--- src/rtl/itcm_arb_if.sv ---
// Bundles the fetch port, load/store port and ITCM macro lines that meet at itcm_arb.
// The arbiter takes the slave view; the core/macro side (or a bench) takes the master view.
interface itcm_arb_if #(
    parameter int AW = 16
);
    logic          if_req;
    logic [28:0]   if_addr;
    logic          if_gnt;
    logic          if_rvalid;
    logic [63:0]   if_rdata;

    logic          ls_req;
    logic          ls_we;
    logic [31:0]   ls_addr;
    logic [3:0]    ls_ben;
    logic [31:0]   ls_wdata;
    logic          ls_gnt;
    logic          ls_rvalid;
    logic [31:0]   ls_rdata;

    logic          ram_csn0;
    logic          ram_csn1;
    logic          ram_wen;
    logic [AW-1:0] ram_addr;
    logic [7:0]    ram_ben;
    logic [63:0]   ram_din;
    logic [63:0]   ram_dout;

    modport slave (
        input  if_req, if_addr, ls_req, ls_we, ls_addr, ls_ben, ls_wdata, ram_dout,
        output if_gnt, if_rvalid, if_rdata, ls_gnt, ls_rvalid, ls_rdata,
               ram_csn0, ram_csn1, ram_wen, ram_addr, ram_ben, ram_din
    );

    modport master (
        output if_req, if_addr, ls_req, ls_we, ls_addr, ls_ben, ls_wdata, ram_dout,
        input  if_gnt, if_rvalid, if_rdata, ls_gnt, ls_rvalid, ls_rdata,
               ram_csn0, ram_csn1, ram_wen, ram_addr, ram_ben, ram_din
    );
endinterface

--- src/rtl/itcm_arb.sv ---
// Shares the single-port, dual-lane ITCM between instruction fetch and load/store.
// Load/store has priority; a saturating starvation counter lets fetch through.
module itcm_arb #(
    parameter int AW         = 16,
    parameter int STARVE_MAX = 4
) (
    input  logic      clk,
    input  logic      cpurst_n,
    itcm_arb_if.slave bus
);
    // Width floor of 1 keeps STARVE_MAX = 0 legal (counter then sits at 0 = fetch always wins).
    localparam int            CW      = (STARVE_MAX > 0) ? $clog2(STARVE_MAX + 1) : 1;
    localparam logic [CW-1:0] CNT_MAX = CW'(STARVE_MAX);

    typedef enum logic [1:0] {
        OWN_NONE = 2'd0,
        OWN_IF   = 2'd1,
        OWN_LS   = 2'd2
    } owner_e;

    owner_e        owner_reg, owner_next;
    logic          lane_reg, lane_next;
    logic [CW-1:0] starve_cnt_reg, starve_cnt_next;

    logic grant_if;
    logic grant_ls;
    logic ls_lane;

    assign ls_lane = bus.ls_addr[2];

    // Grants are held low during reset so the macro sees no access while cpurst_n is low.
    always_comb begin
        grant_if = 1'b0;
        grant_ls = 1'b0;
        if (cpurst_n) begin
            if (bus.if_req && (!bus.ls_req || starve_cnt_reg == CNT_MAX)) begin
                grant_if = 1'b1;
            end else if (bus.ls_req) begin
                grant_ls = 1'b1;
            end
        end
    end

    assign bus.if_gnt = grant_if;
    assign bus.ls_gnt = grant_ls;

    // State register: read owner, lane and starvation count.
    always_ff @(posedge clk or negedge cpurst_n) begin
        if (!cpurst_n) begin
            owner_reg      <= OWN_NONE;
            lane_reg       <= 1'b0;
            starve_cnt_reg <= '0;
        end else begin
            owner_reg      <= owner_next;
            lane_reg       <= lane_next;
            starve_cnt_reg <= starve_cnt_next;
        end
    end

    // Next-state: capture who owns the read returning next cycle; writes return nothing.
    always_comb begin
        owner_next = OWN_NONE;
        lane_next  = 1'b0;
        if (grant_if) begin
            owner_next = OWN_IF;
        end else if (grant_ls && !bus.ls_we) begin
            owner_next = OWN_LS;
            lane_next  = ls_lane;
        end
    end

    always_comb begin
        starve_cnt_next = starve_cnt_reg;
        if (grant_if || !bus.if_req) begin
            starve_cnt_next = '0;
        end else if (starve_cnt_reg != CNT_MAX) begin
            starve_cnt_next = starve_cnt_reg + CW'(1);
        end
    end

    // Output decode: route macro read data to the registered owner, zero otherwise.
    always_comb begin
        bus.if_rvalid = 1'b0;
        bus.if_rdata  = 64'h0;
        bus.ls_rvalid = 1'b0;
        bus.ls_rdata  = 32'h0;
        case (owner_reg)
            OWN_IF: begin
                bus.if_rvalid = 1'b1;
                bus.if_rdata  = bus.ram_dout;
            end
            OWN_LS: begin
                bus.ls_rvalid = 1'b1;
                bus.ls_rdata  = lane_reg ? bus.ram_dout[63:32] : bus.ram_dout[31:0];
            end
            default: begin
            end
        endcase
    end

    // Per-lane chip select, byte enables and write data.
    logic        lane_cs  [2];
    logic [3:0]  lane_ben [2];
    logic [31:0] lane_din [2];

    genvar gi;
    generate
        for (gi = 0; gi < 2; gi++) begin : g_lane
            logic ls_hit;
            assign ls_hit       = grant_ls && (ls_lane == 1'(gi));
            assign lane_cs[gi]  = grant_if || ls_hit;
            assign lane_ben[gi] = grant_if ? 4'hf : (ls_hit ? bus.ls_ben : 4'h0);
            assign lane_din[gi] = grant_ls ? bus.ls_wdata : 32'h0;
        end
    endgenerate

    assign bus.ram_csn0 = ~lane_cs[0];
    assign bus.ram_csn1 = ~lane_cs[1];
    assign bus.ram_wen  = ~(grant_ls && bus.ls_we);
    assign bus.ram_ben  = {lane_ben[1], lane_ben[0]};
    assign bus.ram_din  = {lane_din[1], lane_din[0]};
    assign bus.ram_addr = grant_if ? bus.if_addr[AW-1:0]
                        : grant_ls ? bus.ls_addr[AW+2:3]
                        : '0;

    logic unused_bits;
    assign unused_bits = ^{bus.if_addr[28:AW], bus.ls_addr[31:AW+3], bus.ls_addr[1:0]};

endmodule

--- src/flat_wrapper.sv ---
// flat-port wrapper written by rule: the top's interface ports become plain ports
module itcm_arb_flat 
#(
    parameter int AW         = 16,
    parameter int STARVE_MAX = 4
)
  (clk, cpurst_n, bus_if_req, bus_if_addr, bus_ls_req, bus_ls_we, bus_ls_addr, bus_ls_ben, bus_ls_wdata, bus_ram_dout, bus_if_gnt, bus_if_rvalid, bus_if_rdata, bus_ls_gnt, bus_ls_rvalid, bus_ls_rdata, bus_ram_csn0, bus_ram_csn1, bus_ram_wen, bus_ram_addr, bus_ram_ben, bus_ram_din);
  itcm_arb_if #(.AW(AW)) bus_i ();
  input  logic clk;
  input  logic cpurst_n;
  input wire logic [$bits(bus_i.if_req)-1:0] bus_if_req;
  input wire logic [$bits(bus_i.if_addr)-1:0] bus_if_addr;
  input wire logic [$bits(bus_i.ls_req)-1:0] bus_ls_req;
  input wire logic [$bits(bus_i.ls_we)-1:0] bus_ls_we;
  input wire logic [$bits(bus_i.ls_addr)-1:0] bus_ls_addr;
  input wire logic [$bits(bus_i.ls_ben)-1:0] bus_ls_ben;
  input wire logic [$bits(bus_i.ls_wdata)-1:0] bus_ls_wdata;
  input wire logic [$bits(bus_i.ram_dout)-1:0] bus_ram_dout;
  output wire logic [$bits(bus_i.if_gnt)-1:0] bus_if_gnt;
  output wire logic [$bits(bus_i.if_rvalid)-1:0] bus_if_rvalid;
  output wire logic [$bits(bus_i.if_rdata)-1:0] bus_if_rdata;
  output wire logic [$bits(bus_i.ls_gnt)-1:0] bus_ls_gnt;
  output wire logic [$bits(bus_i.ls_rvalid)-1:0] bus_ls_rvalid;
  output wire logic [$bits(bus_i.ls_rdata)-1:0] bus_ls_rdata;
  output wire logic [$bits(bus_i.ram_csn0)-1:0] bus_ram_csn0;
  output wire logic [$bits(bus_i.ram_csn1)-1:0] bus_ram_csn1;
  output wire logic [$bits(bus_i.ram_wen)-1:0] bus_ram_wen;
  output wire logic [$bits(bus_i.ram_addr)-1:0] bus_ram_addr;
  output wire logic [$bits(bus_i.ram_ben)-1:0] bus_ram_ben;
  output wire logic [$bits(bus_i.ram_din)-1:0] bus_ram_din;
  assign bus_i.if_req = bus_if_req;
  assign bus_i.if_addr = bus_if_addr;
  assign bus_i.ls_req = bus_ls_req;
  assign bus_i.ls_we = bus_ls_we;
  assign bus_i.ls_addr = bus_ls_addr;
  assign bus_i.ls_ben = bus_ls_ben;
  assign bus_i.ls_wdata = bus_ls_wdata;
  assign bus_i.ram_dout = bus_ram_dout;
  assign bus_if_gnt = bus_i.if_gnt;
  assign bus_if_rvalid = bus_i.if_rvalid;
  assign bus_if_rdata = bus_i.if_rdata;
  assign bus_ls_gnt = bus_i.ls_gnt;
  assign bus_ls_rvalid = bus_i.ls_rvalid;
  assign bus_ls_rdata = bus_i.ls_rdata;
  assign bus_ram_csn0 = bus_i.ram_csn0;
  assign bus_ram_csn1 = bus_i.ram_csn1;
  assign bus_ram_wen = bus_i.ram_wen;
  assign bus_ram_addr = bus_i.ram_addr;
  assign bus_ram_ben = bus_i.ram_ben;
  assign bus_ram_din = bus_i.ram_din;
  itcm_arb #(.AW(AW), .STARVE_MAX(STARVE_MAX)) u_core (.clk(clk), .cpurst_n(cpurst_n), .bus(bus_i));
endmodule
--- config.mk ---
export PLATFORM = sky130hd
export DESIGN_NAME = itcm_arb_flat
export DESIGN_NICKNAME = d
export VERILOG_FILES = /design/src/rtl/itcm_arb_if.sv /design/src/rtl/itcm_arb.sv /design/src/flat_wrapper.sv
export SDC_FILE = /design/constraint.sdc
export NUM_CORES = 1
export LEC_CHECK = 0
export BUFFER_PORTS_ARGS = -buffer_cell sky130_fd_sc_hd__buf_2
export CELL_PAD_IN_SITES_DETAIL_PLACEMENT = 1
export CELL_PAD_IN_SITES_GLOBAL_PLACEMENT = 1
export CORE_AREA = 2 2 139 141
export DETAILED_ROUTE_END_ITERATION = 6
export DIE_AREA = 0 0 141 143
export HOLD_SLACK_MARGIN = 0.15
export MAX_ROUTING_LAYER = met4
export PLACE_DENSITY_LB_ADDON = 0.1
export SETUP_SLACK_MARGIN = 0.5
export SYNTH_ARGS = -nofsm -noshare
export SYNTH_HDL_FRONTEND = slang
export SYNTH_SLANG_ARGS = --single-unit
--- constraint.sdc ---
create_clock -name clk -period 4.17 [get_ports clk]
set_input_delay 0.834 -clock clk [delete_from_list [all_inputs] [get_ports clk]]
set_output_delay 0.834 -clock clk [all_outputs]
set_load 0.005 [all_outputs]
==> flow_metrics.py <==
metrics = {
    "synth": {
        "synthTopCellsByArea": "and2_1 32%, mux2i_1 16%, buf_4 13%",
        "synth_top_area_share_pct": 31.6,
        "ys_seq_area_share_pct": 7.73,
        "ys_warn_count": 0,
        "yosys.area.top_type": "and2_1",
        "synthesis.area_sq_um": 1940,
        "synthCells": 277,
        "synth.net_count": 445,
        "syn_avg_cell_area_sq_um": 7.01,
        "synth_cell_types": 25,
        "synth_seq_cells": 6,
    },
    "drt": {
        "vias": 3019,
        "ant_nets": 0,
        "remaining_drc_errors": 0,
        "drtIter0Drc": 50,
        "drt_pass1_iterations": 4,
        "drt_wl_total_um": 12300,
        "wl_per_cell_um": 15.5,
        "via_per_inst": 3.81,
    },
    "power_and_ir_drop": {
        "ir_drop_v": 0.0000681,
        "p_leak_nw": 2.31,
        "power_density_nw_per_um2": 131,
    },
    "floorplan": {
        "core_area_sq_um": 18600,
        "row_count": 50,
        "start_util_pct": 10.5,
        "die_h_um": 143,
        "ios": 357,
        "die-width_um": 141,
        "fp.dieArea_sq_um": 20200,
    },
    "final_layout": {
        "drive_gt1_share_pct": 61.1,
        "largest_reg_flops": 3,
        "finalNetCount": 727,
        "final_cell_area_sq_um": 3650,
        "antenna_cells_inserted": 0,
        "syn_to_final_growth_pct": 87.9,
    },
    "timing": {
        "fin_setup_tns_ps": 0,
        "rsz0062_at_grt": "no",
        "fin_crit_sh_pct": 71.8,
        "tightestPinTransition_ps": 1140,
        "drv_slew": 0,
        "fmax_mhz": 334,
        "fin_crit_ps": 3000,
        "finClkSkew_ps": 1.77,
        "setup_violations": 0,
        "finalHoldViolations": 0,
        "slew-limit-headroom_pct": 23.8,
    },
    "clock_tree": {
        "clk_path_buf_depth": 2,
        "htreeDepth": 1,
        "cts_sinks": 6,
        "postCtsSetupBuffers": 0,
        "postCtsHoldBufs": 0,
        "path_clk_slew_ps": 40,
        "clk_latency_ps": 230,
        "cts_resized": 0,
        "cts_buffers": 3,
        "cts_tree": "yes",
        "cts-root-buf": "clkbuf_16",
    },
    "grt": {
        "grt_pass1_vias": 3127,
        "grt_remaining_overflow": 0,
        "antenna_found_initial": 0,
        "grt_pass1_wl_um": 17300,
        "track_usage_pct": 11.1,
        "grt_max_degree": 66,
    },
    "job": {
        "maxCapViolations": 0,
    },
    "placement": {
        "dp_hpwl_um": 10500,
        "portBuffers": 328,
        "gp_congestion": 0.825,
        "placed_area_sq_um": 3570,
    },
    "worst_setup_path": {
        "worstSetupPathType": "primary input to output port",
        "critPathCaptureType": "output port",
        "path_max_fanout": 13,
        "worstPathArrival_ps": 2160,
        "start_kind": "primary input",
        "worstPathRequired_ps": 3340,
    },
    "hold_path": {
        "worstHoldPathType": "primary input to async pin",
    },
    "status": {
        "status": "completed",
    },
}
[cells in the final DEF, fill, tap and decap left out, drive strengths merged]
master,n
inv,5
nor3,2
buf,332
nand2,3
a211oi,1
a21o,8
mux2i,32
o211ai,2
o221ai,1
ha,2
a21oi,4
or3,2
and2,98
nand2b,1
mux2,1
clkbuf,4
o21ai,1
dfrtp,6
nor2b,1
nor2,34
a22o,16
and3,2
[layout make-up]
class | instances | area [sq um]
fill | 2377 | 14900
timing repair buffer | 332 | 1670
multi-input combinational | 211 | 1440
tap | 234 | 293
sequential | 6 | 151
clock buffer | 4 | 78.8
inverter | 5 | 18.8
[cells in the mapped netlist]
cell type / n
and2_1: 98
nor2_1: 34
buf_4: 33
mux2i_1: 32
a22o_1: 16
clkbuf_1: 14
a21o_1: 8
buf_2: 7
dfrtp_1: 6
inv_1: 5
a21oi_1: 4
and3_1: 2
ha_1: 2
nand2_1: 2
nor3_1: 2
o211ai_1: 2
or3_1: 2
a211oi_4: 1
buf_6: 1
mux2_2: 1
nand2_2: 1
nand2b_1: 1
nor2b_1: 1
o21ai_0: 1
o221ai_1: 1
[metrics by stage]
stage	utilization (%)	hold slack [ps]	cells	setup slack (ps)	power [mW]
after floorplan	-	471	277	1560	0.180
after global placement	19.2	501	788	1130	0.323
after detailed placement	19.2	503	788	1080	0.324
after CTS	19.6	472	792	1070	0.489
after global routing	19.6	481	792	993	0.517
final	19.6	469	792	1170	0.477
[where the power goes]
| part | internal (mW) | switching, mW |
|---|---|---|
| Clock | 0.127 | 0.0332 |
| Sequential | 0.0614 | 0.00470 |
| Combinational | 0.132 | 0.118 |
| Total | 0.321 | 0.156 |
[final timing paths]
| kind | cells after the start | end | start | slack [ps] |
|---|---|---|---|---|
| setup / recovery | 5 | bus_ram_ben[3] | cpurst_n | 1170 |
| hold / removal | 1 | u_core.starve_cnt_reg[2] | cpurst_n | 470 |
| setup reg to reg | 5 | u_core.owner_reg[0] | u_core.starve_cnt_reg[0] | 2650 |
| hold reg to reg | 1 | u_core.starve_cnt_reg[2] | u_core.starve_cnt_reg[2] | 510 |
| max in group asynchronous | 1 | u_core.lane_reg | cpurst_n | 3480 |
| min in group clk | 1 | u_core.starve_cnt_reg[2] | u_core.starve_cnt_reg[2] | 510 |
[metal layers]
| layer | track usage (%) | up-vias | part of all wire, % |
|---|---|---|---|
| li1 | - | 1431 | - |
| met1 | 11.1 | 1378 | 35 |
| met2 | 22.9 | 208 | 55 |
| met3 | 2.18 | 2 | 8.9 |
| met4 | 1.11 | 0 | 0.18 |
| met5 | - | - | 0 |
[critical path, stage by stage]
cell	delay, ps
buf_2	240
nand2_1	140
nor3_1	610
a21o_1	220
buf_2	120
[logic make-up (layout without fill, tap and decap cells)]
group	after synthesis	after routing	share of synthesized area [%]
buffers and inverters	60	341	18.8
adders and majority gates	2	2	1.29
AOI/OAI and AO/OA	33	33	13.8
and+or+nand+nor	143	143	41.3
DFF	6	6	7.73
muxes	33	33	17.1
(Power assumes the default switching activity.)
